$ cat src/rtl/led_seq_pkg.sv
// Shared encodings and helpers for the LED colour-stepper sequencer.
package led_seq_pkg;

   localparam logic [1:0] MODE_OFF    = 2'b00;
   localparam logic [1:0] MODE_MANUAL = 2'b01;
   localparam logic [1:0] MODE_AUTO   = 2'b10;
   localparam logic [1:0] MODE_SEEK   = 2'b11;

   typedef enum logic [2:0] {
      ST_IDLE,
      ST_MANUAL,
      ST_AUTO,
      ST_SEEK_CHK,
      ST_SEEK_WAIT
   } state_e;

   localparam logic [2:0] COLOUR_MIN     = 3'b001;
   localparam logic [2:0] COLOUR_MAX     = 3'b110;
   localparam logic [2:0] SEEK_MAX_STEPS = 3'd6;

   // Colours the stepper can actually show.
   function automatic logic colour_valid(input logic [2:0] c);
      return (c >= COLOUR_MIN) && (c <= COLOUR_MAX);
   endfunction

   // Resting state selected by the mode pins; seek only leaves IDLE on start.
   function automatic state_e mode_state(input logic [1:0] m);
      case (m)
         MODE_MANUAL:         return ST_MANUAL;
         MODE_AUTO:           return ST_AUTO;
         MODE_OFF, MODE_SEEK: return ST_IDLE;
         default:             return ST_IDLE;
      endcase
   endfunction

endpackage

$ cat src/rtl/led_seq_ctrl_if.sv
// Board/config side and stepper side signals of the LED sequencer.
interface led_seq_ctrl_if #(
   parameter int DWELL_W = 8
);
   logic               btn_in;
   logic [1:0]         mode;
   logic [DWELL_W-1:0] dwell;
   logic [2:0]         target;
   logic               start;
   logic [2:0]         colour_in;
   logic               step;
   logic               busy;
   logic               done;
   logic               err;

   modport master (
      output btn_in, mode, dwell, target, start, colour_in,
      input  step, busy, done, err
   );

   modport slave (
      input  btn_in, mode, dwell, target, start, colour_in,
      output step, busy, done, err
   );
endinterface

$ cat src/rtl/led_seq_debounce.sv
// Push-button synchronizer and stability filter; emits the accepted level
// and a one-cycle pulse on its rising edge.
module led_seq_debounce #(
   parameter int DEBOUNCE = 4
) (
   input  logic clk,
   input  logic rst,
   input  logic btn_in,
   output logic level,
   output logic rise
);

   localparam int                CNT_W    = (DEBOUNCE > 1) ? $clog2(DEBOUNCE) : 1;
   localparam logic [CNT_W-1:0]  CNT_LAST = CNT_W'(DEBOUNCE - 1);

   logic             sync_a;
   logic             sync_b;
   logic [CNT_W-1:0] cnt;

   // Two-flop synchronizer for the asynchronous button.
   always_ff @(posedge clk or negedge rst) begin
      if (!rst) begin
         sync_a <= 1'b0;
         sync_b <= 1'b0;
      end else begin
         sync_a <= btn_in;
         sync_b <= sync_a;
      end
   end

   // Accept a new level once it has disagreed for DEBOUNCE straight cycles.
   always_ff @(posedge clk or negedge rst) begin
      if (!rst) begin
         level <= 1'b0;
         rise  <= 1'b0;
         cnt   <= '0;
      end else begin
         rise <= 1'b0;
         if (sync_b != level) begin
            if (cnt == CNT_LAST) begin
               level <= sync_b;
               rise  <= sync_b;
               cnt   <= '0;
            end else begin
               cnt <= cnt + 1'b1;
            end
         end else begin
            cnt <= '0;
         end
      end
   end

endmodule

$ cat src/rtl/led_seq_ctrl.sv
// LED colour-stepper sequencer: off / debounced manual / timed auto / seek.
// Optional step counter output enabled by LED_SEQ_STEP_CNT_EN.
//
// state        | meaning
// -------------+---------------------------------------------------------
// ST_IDLE      | no stepping; accepts seek start when mode is seek
// ST_MANUAL    | one step per debounced button press
// ST_AUTO      | one step every `dwell` cycles
// ST_SEEK_CHK  | compare colour_in to target; step, finish or time out
// ST_SEEK_WAIT | let the stepper settle after a step
module led_seq_ctrl
   import led_seq_pkg::*;
#(
   parameter int DEBOUNCE = 4,
   parameter int DWELL_W  = 8
) (
   input  logic             clk,
   input  logic             rst,
   led_seq_ctrl_if.slave    bus
`ifdef LED_SEQ_STEP_CNT_EN
  ,output logic [7:0]       step_cnt
`endif
);

   state_e             state, state_nx;
   logic               step_q, step_nx;
   logic               busy_q, busy_nx;
   logic               done_q, done_nx;
   logic               err_q, err_nx;
   logic [2:0]         tgt, tgt_nx;
   logic [2:0]         scnt, scnt_nx;
   logic [DWELL_W-1:0] dcnt, dcnt_nx;
   logic               db_level;
   logic               db_rise;

   led_seq_debounce #(.DEBOUNCE(DEBOUNCE)) u_debounce (
      .clk    (clk),
      .rst    (rst),
      .btn_in (bus.btn_in),
      .level  (db_level),
      .rise   (db_rise)
   );

   assign bus.step = step_q;
   assign bus.busy = busy_q;
   assign bus.done = done_q;
   assign bus.err  = err_q;

   // State, registered outputs and counters.
   always_ff @(posedge clk or negedge rst) begin
      if (!rst) begin
         state  <= ST_IDLE;
         step_q <= 1'b0;
         busy_q <= 1'b0;
         done_q <= 1'b0;
         err_q  <= 1'b0;
         tgt    <= '0;
         scnt   <= '0;
         dcnt   <= '0;
      end else begin
         state  <= state_nx;
         step_q <= step_nx;
         busy_q <= busy_nx;
         done_q <= done_nx;
         err_q  <= err_nx;
         tgt    <= tgt_nx;
         scnt   <= scnt_nx;
         dcnt   <= dcnt_nx;
      end
   end

   // Next state and next output values. The dwell counter defaults to zero so
   // any exit from active auto-stepping (including a mode change) clears it.
   always_comb begin
      state_nx = state;
      step_nx  = 1'b0;
      done_nx  = 1'b0;
      err_nx   = 1'b0;
      tgt_nx   = tgt;
      scnt_nx  = scnt;
      dcnt_nx  = '0;

      case (state)
         ST_IDLE: begin
            state_nx = mode_state(bus.mode);
            if (bus.mode == MODE_SEEK && bus.start) begin
               if (!colour_valid(bus.target)) begin
                  err_nx = 1'b1;
               end else begin
                  tgt_nx   = bus.target;
                  scnt_nx  = '0;
                  state_nx = ST_SEEK_CHK;
               end
            end
         end

         ST_MANUAL: begin
            state_nx = mode_state(bus.mode);
            if (bus.mode == MODE_MANUAL && db_rise && db_level)
               step_nx = 1'b1;
         end

         ST_AUTO: begin
            state_nx = mode_state(bus.mode);
            if (bus.mode == MODE_AUTO && bus.dwell != '0) begin
               if (dcnt == bus.dwell - 1'b1) begin
                  // dwell of 1 would otherwise pulse every cycle
                  step_nx = !step_q;
                  dcnt_nx = '0;
               end else begin
                  dcnt_nx = dcnt + 1'b1;
               end
            end
         end

         ST_SEEK_CHK: begin
            if (bus.mode != MODE_SEEK) begin
               state_nx = ST_IDLE;
            end else if (bus.colour_in == tgt) begin
               done_nx  = 1'b1;
               state_nx = ST_IDLE;
            end else if (scnt == SEEK_MAX_STEPS) begin
               err_nx   = 1'b1;
               state_nx = ST_IDLE;
            end else begin
               step_nx  = 1'b1;
               scnt_nx  = scnt + 3'd1;
               state_nx = ST_SEEK_WAIT;
            end
         end

         ST_SEEK_WAIT: begin
            state_nx = (bus.mode == MODE_SEEK) ? ST_SEEK_CHK : ST_IDLE;
         end

         default: state_nx = ST_IDLE;
      endcase

      busy_nx = (state_nx == ST_SEEK_CHK) || (state_nx == ST_SEEK_WAIT);
   end

`ifdef LED_SEQ_STEP_CNT_EN
   // Saturating count of issued steps, cleared only by reset.
   always_ff @(posedge clk or negedge rst) begin
      if (!rst)
         step_cnt <= '0;
      else if (step_q && step_cnt != 8'hFF)
         step_cnt <= step_cnt + 8'd1;
   end
`endif

endmodule

$ cat src/flat_wrapper.sv
// flat-port wrapper written by rule: the top's interface ports become plain ports
module led_seq_ctrl_flat import led_seq_pkg::*;
#(
   parameter int DEBOUNCE = 4,
   parameter int DWELL_W  = 8
)
  (clk, rst, bus_btn_in, bus_mode, bus_dwell, bus_target, bus_start, bus_colour_in, bus_step, bus_busy, bus_done, bus_err);
  led_seq_ctrl_if #(.DWELL_W(DWELL_W)) bus_i ();
  input  logic clk;
  input  logic rst;
  input wire logic [$bits(bus_i.btn_in)-1:0] bus_btn_in;
  input wire logic [$bits(bus_i.mode)-1:0] bus_mode;
  input wire logic [$bits(bus_i.dwell)-1:0] bus_dwell;
  input wire logic [$bits(bus_i.target)-1:0] bus_target;
  input wire logic [$bits(bus_i.start)-1:0] bus_start;
  input wire logic [$bits(bus_i.colour_in)-1:0] bus_colour_in;
  output wire logic [$bits(bus_i.step)-1:0] bus_step;
  output wire logic [$bits(bus_i.busy)-1:0] bus_busy;
  output wire logic [$bits(bus_i.done)-1:0] bus_done;
  output wire logic [$bits(bus_i.err)-1:0] bus_err;
  assign bus_i.btn_in = bus_btn_in;
  assign bus_i.mode = bus_mode;
  assign bus_i.dwell = bus_dwell;
  assign bus_i.target = bus_target;
  assign bus_i.start = bus_start;
  assign bus_i.colour_in = bus_colour_in;
  assign bus_step = bus_i.step;
  assign bus_busy = bus_i.busy;
  assign bus_done = bus_i.done;
  assign bus_err = bus_i.err;
  led_seq_ctrl #(.DEBOUNCE(DEBOUNCE), .DWELL_W(DWELL_W)) u_core (.clk(clk), .rst(rst), .bus(bus_i));
endmodule
$ cat config.mk
export PLATFORM = sky130hd
export DESIGN_NAME = led_seq_ctrl_flat
export DESIGN_NICKNAME = d
export VERILOG_FILES = /design/src/rtl/led_seq_pkg.sv /design/src/rtl/led_seq_ctrl_if.sv /design/src/rtl/led_seq_debounce.sv /design/src/rtl/led_seq_ctrl.sv /design/src/flat_wrapper.sv
export SDC_FILE = /design/constraint.sdc
export NUM_CORES = 1
export LEC_CHECK = 0
export ABC_AREA = 1
export ABC_CLOCK_PERIOD_IN_PS = 1100
export CAP_MARGIN = 20
export CORE_MARGIN = 2
export CORE_UTILIZATION = 25
export DETAILED_ROUTE_END_ITERATION = 7
export GPL_TIMING_DRIVEN = 0
export PLACE_DENSITY = 0.44
export SLEW_MARGIN = 15
export SYNTH_ARGS = -nofsm -noshare
export SYNTH_HDL_FRONTEND = slang
export SYNTH_SLANG_ARGS = --single-unit
$ cat constraint.sdc
create_clock -name clk -period 1.1 [get_ports clk]
set_input_delay 0.33 -clock clk [delete_from_list [all_inputs] [get_ports clk]]
set_output_delay 0.33 -clock clk [all_outputs]
set_load 0.05 [all_outputs]
# Word level (Yosys, flattened, before mapping)
# Index checks and enable logic that the tools add are counted.
# totals
reg_bits	27
latchBits	0
output_inout_bits	4
ramBits	0
rom_bits	0
in_bits	20
n_memories	0
word_cells	92
# op_classes
div	0
n_reduce_logical	16
n_addsub	4
magnitude_cmp	2
mux	37
multipliers	0
n_shift	0
n_eq_ne	20
n_bitwise	0
# ops
operator	n
two-way mux 3 bit	10
two-way mux 8 bit	3
two-way mux 1 bit	16
case mux 3 bit (4 select lines)	1
== test 3 x 2 -> 1 bit, second input constant	3
== test 3 bit, second input constant	3
case mux 3 bit (3 select lines)	1
adder 8 x 1 -> 8 bit, second input constant	1
== test 8 bit	1
inequality test 2 bit, second input constant	4
nonzero test 8 bit	1
subtractor 8 x 1 -> 8 bit, second input constant	1
== test 2 bit, second input constant	3
two-way mux 2 bit	3
case mux 3 bit (2 select lines)	1
AND reduction 6 bit	1
logical AND 1 bit	5
inequality test 2 x 1 -> 1 bit, second input constant	2
OR reduction 2 bit	2
adder 3 x 1 -> 3 bit, second input constant	1
== test 3 x 1 -> 1 bit, second input constant	1
== test 3 bit	1
>= comparator 3 x 1 -> 1 bit, second input constant	1
less-or-equal comparator 3 bit, second input constant	1
other kinds (12)	12

# Logic depth before layout (Yosys ltp)
# Gate-level depths: netlist of the first run.
# logic_depth
depth_word	8
depth_mapped	12
ltp_nobuf	12

# Modules after synthesis
# From an unflattened synthesis of the first run, not the netlist that was laid out.
# hier_totals
cells_unflattened	222
hier_area_um2	1620.3
# modules_own_cells
module	cells_each	n_inst	seq_area_each_um2	area_per_inst_um2
led_seq_ctrl	203	1	525.5	1408.9
led_seq_debounce	19	1	150.1	211.5

# Worst setup path before layout of the first run
# OpenSTA, ideal clock, no wires.
# synth_path
path_kind	input-to-reg
start	input bus_dwell[0]
end	register u_core.dcnt[0]
slack_ps	-336
cell_stages	11
n_path_buf	0
setup_time_ps	121
arrival_ps	1314
t_required_ps	979
cell_sequence	inv_1 > ha_1 > nand2_1 > nor2_1 > nand2_1 > nand2_1 > nand2_1 > nor2_2 > nand2_2 > nand2_4 > nor2_1
# synth_between
elab_chain_cells	5
word_cells_on_any_way	7
classes_between	1 x add/sub; 1 x eq/ne; 3 x mux; 2 x reduce/logical
# synth_rtl
item	line_no	source
from (decl)	flat_wrapper.sv:13	input wire logic [$bits(bus_i.dwell)-1:0] bus_dwell;
subtractor 8 x 1 -> 8 bit	led_seq_ctrl.sv:106	if (dcnt == bus.dwell - 1'b1) begin
== test 8 bit	led_seq_ctrl.sv:106	
two-way mux 8 bit	led_seq_ctrl.sv:106	
two-way mux 8 bit *	led_seq_ctrl.sv:105	if (bus.mode == MODE_AUTO && bus.dwell != '0) begin
two-way mux 8 bit *	led_seq_ctrl.sv:83	case (state)
net u_core.dcnt_nx[0]	led_seq_ctrl.sv:32	logic [DWELL_W-1:0] dcnt, dcnt_nx;
to (signal assigned)	led_seq_ctrl.sv:68	dcnt <= dcnt_nx;
to (decl)	led_seq_ctrl.sv:32	
# Mark *: on every way through the listed nets, which the timed path passes. The rest lies on a longest branch.
# A chain may end at the register's enable or synchronous reset.

# Worst setup path after layout of the first run
# layout_path
start	input bus_dwell[0]
end	register u_core.dcnt[4]
# The elaborated chain is that of the path after synthesis.

==> impl_metrics.py, run 1 <==
metrics = {
    "setup_path": {
        "max_stage_delay_ns": 0.20,
        "crit_fanout": 8,
        "end_kind": "flip-flop",
        "crit_chain": "buf_4, clkinvlp_4, ha_4, inv_2, nand2_1, nand3_1, nand2_1, inv_1, nand3_2, nor2_4, nand2_2, nand2_4, nor2_1",
        "crit_top_cell": "nand2_1",
        "slowest_stage": "ha_4",
        "worstSetupPathType": "in2reg",
        "cp.required_ns": 1.26,
        "cp.arrival_ns": 1.47,
        "crit_path_start_kind": "input port",
    },
    "timing": {
        "holdWs_ns": 0.0516,
        "hold_violations": 0,
        "setup_ws_ns": -0.209,
        "fin_worst_skew_ns": 0.00396,
        "period_needed_ns": 1.31,
        "fmax_mhz": 764,
        "tightest_slew_ns": 0.586,
        "rsz0062_at_grt": "true",
        "period_share": 1.19,
        "report.final.slew_viol_count": 0,
        "relSlewSlack": 0.609,
        "fin_setup_tns_ns": -3.05,
        "setup_viol": 23,
    },
    "cts": {
        "cts_max_level": 1,
        "clkSinkCount": 27,
        "cts_buffers": 3,
        "cts_tree": "yes",
        "clockBufferDepth": 2,
        "cts_root_buf": "clkbuf_8",
        "insertion_delay_ns": 0.27,
        "path_clk_slew_ns": 0.09,
        "cts-hold-fix-buffers": 0,
    },
    "synth": {
        "synth_nets": 233,
        "syn_area_per_cell_um2": 7.66,
        "yosysWarnings": 0,
        "ys_seq_elements": 27,
        "synth_cell_type_count": 20,
        "seq_area_frac_synth": 0.426,
        "synth.cell_area_um2": 1590,
        "syn_inst": 207,
    },
    "drt": {
        "wl_per_cell_um": 10.6,
        "firstDrtPassIters": 4,
        "vias_per_cell": 4.32,
        "drt_iter0_markers": 25,
        "vias": 1414,
        "drc": 0,
        "drtAntennaViolNets": 0,
        "wirelength_mm": 3.47,
    },
    "run": {
        "timing.max_cap.violations": 0,
    },
    "pwr": {
        "p_switching_mw": 1.05,
        "pwr-share-seq": 0.449,
        "intPower_mw": 1.93,
        "p_leak_nw": 1.09,
        "power_density_nw_per_um2": 1300,
        "combPwrFrac": 0.364,
        "swShare": 0.351,
        "vdd_drop_max_mv": 0.716,
        "pwr-share-clk": 0.187,
        "finalPower_mw": 2.98,
    },
    "placed_design": {
        "dp_hpwl_mm": 2.52,
        "place.gp.congestion": 0.763,
        "place_area_um2": 1940,
        "place_ws_ns": -1.08,
        "placed_cells": 307,
        "port_buffers": 23,
    },
    "outcome": {
        "status": "finished with violations",
        "violations": "setup timing",
    },
    "floorplanning": {
        "dieArea_um2": 6990,
        "die_x_um": 83.6,
        "num_rows": 29,
        "start_util": 0.254,
        "coreArea_um2": 6240,
        "num_io_pins": 24,
        "fp.dieH_um": 83.6,
    },
    "layout": {
        "fin_cells": 327,
        "final_util": 0.368,
        "area_growth_pct": 44.8,
        "fillers": 658,
        "final_area_um2": 2300,
        "diodes": 0,
        "nets": 277,
        "drive_gt1_frac": 0.360,
    },
    "hold_path": {
        "hold_path_class": "in2async",
    },
    "global_route": {
        "grt_pass1_vias": 1420,
        "grt_first_pass_wirelength_mm": 6.08,
        "grt_start_max_net_pins": 28,
        "track_usage": 0.104,
        "grt-ovfl-total": 0,
        "antenna_found_initial": 0,
    },
}
[metal layers]
layer | track usage | part of all wire | vias to the layer above
met1 | 0.128 | 0.45 | 658
li1 | - | - | 734
met5 | 0 | 0 | -
met3 | 0.0188 | 0.033 | 4
met4 | 0.0264 | 0.0084 | 0
met2 | 0.185 | 0.51 | 18
[cell usage after synthesis (all sizes together)]
cell type	instances	area [um2]
a21oi	1	5.00
a31o	1	8.76
buf	1	5.00
dfrtp	27	676
ha	6	75.1
inv	30	113
nand2	47	189
nand3	19	95.1
nand3b	2	15.0
nand4	3	18.8
nor2	32	125
nor3	3	15.0
o21ai	15	75.1
o22ai	1	6.26
or2	1	6.26
xnor2	12	105
xor2	6	52.6
[power groups by stage]
stage	combinational, mW	clock [mW]	sequential [mW]
floorplan	0.501	0	1.32
global placement	0.762	0	1.30
detailed placement	0.764	0	1.30
CTS	0.885	0.591	1.31
global route	1.22	0.615	1.37
finish	1.09	0.557	1.34
[cell families after synthesis]
family / after synthesis / synth area share
xor+xnor: 18 / 0.0994
compound gates: 18 / 0.0600
fa+ha+maj: 6 / 0.0474
simple gates: 107 / 0.293
buf+inv: 31 / 0.0742
flops: 27 / 0.426
[critical path: cells and delay by family]
family	cells	cell delay, ns
and+or+nand+nor	8	0.62
adders and majority gates	1	0.20
buffers and inverters	4	0.32
[state kept, by name, summed over array words and instances (netlist names), 2 cells and up]
| register | cells |
|---|---|
| u_core.u_debounce.cnt | 2 |
| u_core.tgt | 3 |
| u_core.dcnt | 8 |
| u_core.state | 3 |
| u_core.scnt | 3 |
[cell usage in the layout (no fill, tap or decap), drive strengths merged, types with 4 or more instances in the layout]
cell type and count:
xnor2 12, ha 6, nor2 32, nand2 47, xor2 6, clkbuf 4, dfrtp 27, o21ai 15
nand3 19, inv 29, dlygate4sd2 11, buf 25
[final cells by class]
type,count,area (um2),share of cell area
Inverter,30,116,0.0507
Buffer,1,11.3,0.00490
Timing Repair Buffer,39,330,0.144
Tap cell,77,96.3,0.0420
Multi-Input combinational cell,149,1020,0.443
Sequential cell,27,679,0.296
Clock buffer,4,45.0,0.0196
[repair_timing]
item,in CTS,in global routing
resized for setup,84,43
pin swaps,36,19
setup endpoints to repair,24,25
setup buffers,10,6
[worst paths after layout]
| check | start | to | slack (ns) | cells after the start |
|---|---|---|---|---|
| hold reg to reg | u_core.u_debounce.sync_a | u_core.u_debounce.sync_b | 0.35 | 0 |
| setup / recovery | bus_dwell[0] | u_core.dcnt[4] | -0.21 | 13 |
| hold / removal | rst | u_core.scnt[2] | 0.05 | 1 |
| min in group clk | u_core.u_debounce.sync_a | u_core.u_debounce.sync_b | 0.35 | 0 |
| setup reg to reg | u_core.dcnt[7] | u_core.dcnt[4] | -0.19 | 8 |
| max in group asynchronous | rst | u_core.state[2] | 0.63 | 1 |
No activity file was read; power rests on OpenSTA's default activity.
==> run 2: changes to the inputs <==
--- a/config.mk
+++ b/config.mk
@@ -12,7 +12,9 @@
 export CORE_UTILIZATION = 25
 export DETAILED_ROUTE_END_ITERATION = 7
 export GPL_TIMING_DRIVEN = 0
+export HOLD_SLACK_MARGIN = 0.08
 export PLACE_DENSITY = 0.44
+export RECOVER_POWER = 100
 export SLEW_MARGIN = 15
 export SYNTH_ARGS = -nofsm -noshare
 export SYNTH_HDL_FRONTEND = slang
==> run 2 against run 1 <==
Against the previous run:
- non-clock buffer count is 1 higher
- largest cell class unchanged
- the run still ends with setup timing left
- utilization increased by 0.20 points
- clock skew hardly changed
- via count increased by 0.28%
- die area did not move
- final cell count rose by 0.31%
- sequential cell count unchanged
- worst setup slack about the same
- power hardly changed
- sequential share of layout area decreased by 0.16 points
- sequential power hardly changed
- count of clock-buffer cells in the layout unchanged
==> impl_metrics.py, run 2 (synthesis gave the netlist of run 1 again) <==
metrics = {
    "layout": {
        "drive_gt1_frac": 0.359,
        "area_growth_pct": 45.6,
        "mostFrequentLayoutCells": "31 x nand2_1, 24 x dfrtp_1, 21 x nor2_1",
        "top_register": "u_core.dcnt",
        "final_common_cell": "nand2_1",
        "largest_register_ffs": 8,
        "nets": 278,
        "diodes": 0,
    },
    "drt": {
        "wl_per_cell_um": 10.6,
        "wirelength_mm": 3.47,
        "drc": 0,
        "firstDrtPassIters": 4,
        "vias": 1418,
        "drtAntennaViolNets": 0,
        "vias_per_cell": 4.32,
        "drt_iter0_markers": 24,
    },
    "timing": {
        "fin_worst_skew_ns": 0.00396,
        "hold_violations": 0,
        "period_needed_ns": 1.31,
        "setup_viol": 23,
        "fmax_mhz": 764,
        "rsz0062_at_grt": "true",
        "setup_ws_ns": -0.209,
        "period_share": 1.19,
        "tightest_slew_ns": 0.363,
        "relSlewSlack": 0.758,
        "report.final.slew_viol_count": 0,
        "holdWs_ns": 0.354,
    },
    "placed_design": {
        "port_buffers": 23,
        "place.gp.congestion": 0.763,
        "dp_hpwl_mm": 2.52,
        "place_ws_ns": -1.08,
    },
    "setup_path": {
        "worstSetupPathType": "in2reg",
        "cp.arrival_ns": 1.47,
        "end_kind": "flip-flop",
        "rrSetupSlack_ns": -0.19,
        "r2r-end": "u_core.dcnt[4]",
        "crit_fanout": 8,
        "r2r_cells": 8,
        "crit_path_start_kind": "input port",
        "r2r_start": "u_core.dcnt[7]",
        "endpoint": "u_core.dcnt[4]",
        "crit_path_start": "bus_dwell[0]",
        "cp.required_ns": 1.26,
    },
    "floorplanning": {
        "start_util": 0.254,
        "coreArea_um2": 6240,
        "fp.dieH_um": 83.6,
        "die_x_um": 83.6,
        "dieArea_um2": 6990,
        "num_rows": 29,
        "num_io_pins": 24,
    },
    "global_route": {
        "grt_pass1_vias": 1426,
        "grt_first_pass_wirelength_mm": 6.09,
        "grt-ovfl-total": 0,
        "track_usage": 0.104,
        "grt_start_max_net_pins": 28,
        "antenna_found_initial": 0,
    },
    "pwr": {
        "p_leak_nw": 1.10,
        "power_density_nw_per_um2": 1290,
        "vdd_drop_max_mv": 0.716,
    },
    "cts": {
        "clockBufferDepth": 2,
        "insertion_delay_ns": 0.27,
        "clkSinkCount": 27,
        "cts_tree": "yes",
        "cts_root_buf": "clkbuf_8",
        "path_clk_slew_ns": 0.09,
        "cts_buffers": 3,
        "cts_max_level": 1,
    },
    "hold_path": {
        "hold_path_class": "reg2reg",
    },
    "outcome": {
        "violations": "setup timing",
        "status": "finished with violations",
    },
    "run": {
        "timing.max_cap.violations": 0,
    },
}
[run 2: worst min path at each step]
| stage | cells after the start | startpoint | endpoint | slack (ns) |
|---|---|---|---|---|
| after floorplan | 0 | rst | u_core.bus.busy | 0.03 |
| after global placement | 0 | u_core.u_debounce.sync_a | u_core.u_debounce.sync_b | 0.33 |
| after detailed placement | 0 | u_core.u_debounce.sync_a | u_core.u_debounce.sync_b | 0.34 |
| after CTS | 0 | u_core.u_debounce.sync_a | u_core.u_debounce.sync_b | 0.36 |
| after global routing | 0 | u_core.u_debounce.sync_a | u_core.u_debounce.sync_b | 0.37 |
| final | 0 | u_core.u_debounce.sync_a | u_core.u_debounce.sync_b | 0.35 |
[run 2: cell type report]
cell class | instances | area (um2)
Tap cell | 77 | 96.3
Inverter | 30 | 116
Clock buffer | 4 | 45.0
Fill cell | 657 | 3930
Sequential cell | 27 | 679
Multi-Input combinational cell | 149 | 1020
Timing Repair Buffer | 40 | 343
Buffer | 1 | 11.3
[run 2: power breakdown]
group          internal, mW  total, mW  switching [mW]
logic                 0.512       1.09           0.576
registers              1.17       1.34           0.174
clock network         0.259      0.557           0.297
total                  1.94       2.98            1.05
[run 2: what timing repair did]
| action | CTS | global route |
|---|---|---|
| hold buffers | 1 | 0 |
| setup buffers | 10 | 6 |
| pin swaps | 36 | 19 |
| resized for setup | 84 | 44 |
| setup endpoints to repair | 24 | 52 |
| hold endpoints to repair | 27 | 0 |
[run 2: stage by stage]
step | instance area, um2 | util | total power [mW] | TNS (ns) | cells
CTS | 2130 | 0.342 | 2.78 | -3.22 | 322
global route | 2310 | 0.370 | 3.20 | -4.96 | 328
finish | 2310 | 0.370 | 2.98 | -3.05 | 328
detailed placement | 1940 | 0.311 | 2.06 | -17.51 | 307
global placement | 1940 | 0.311 | 2.06 | -37.91 | 307
floorplan | 1620 | - | 1.82 | -2.50 | 207
[run 2: critical path, stage by stage]
cell and delay [ns]:
buf_4 0.10, clkinvlp_4 0.11, ha_4 0.20, inv_2 0.05
nand2_1 0.04, nand3_1 0.06, nand2_1 0.05, inv_1 0.06
nand3_2 0.08, nor2_4 0.15, nand2_2 0.08, nand2_4 0.11
nor2_1 0.05
[run 2: per-layer routing]
layer  share of wire  track usage
met5               0            0
met4          0.0084       0.0264
met3           0.033       0.0188
met2            0.51        0.185
met1            0.45        0.128
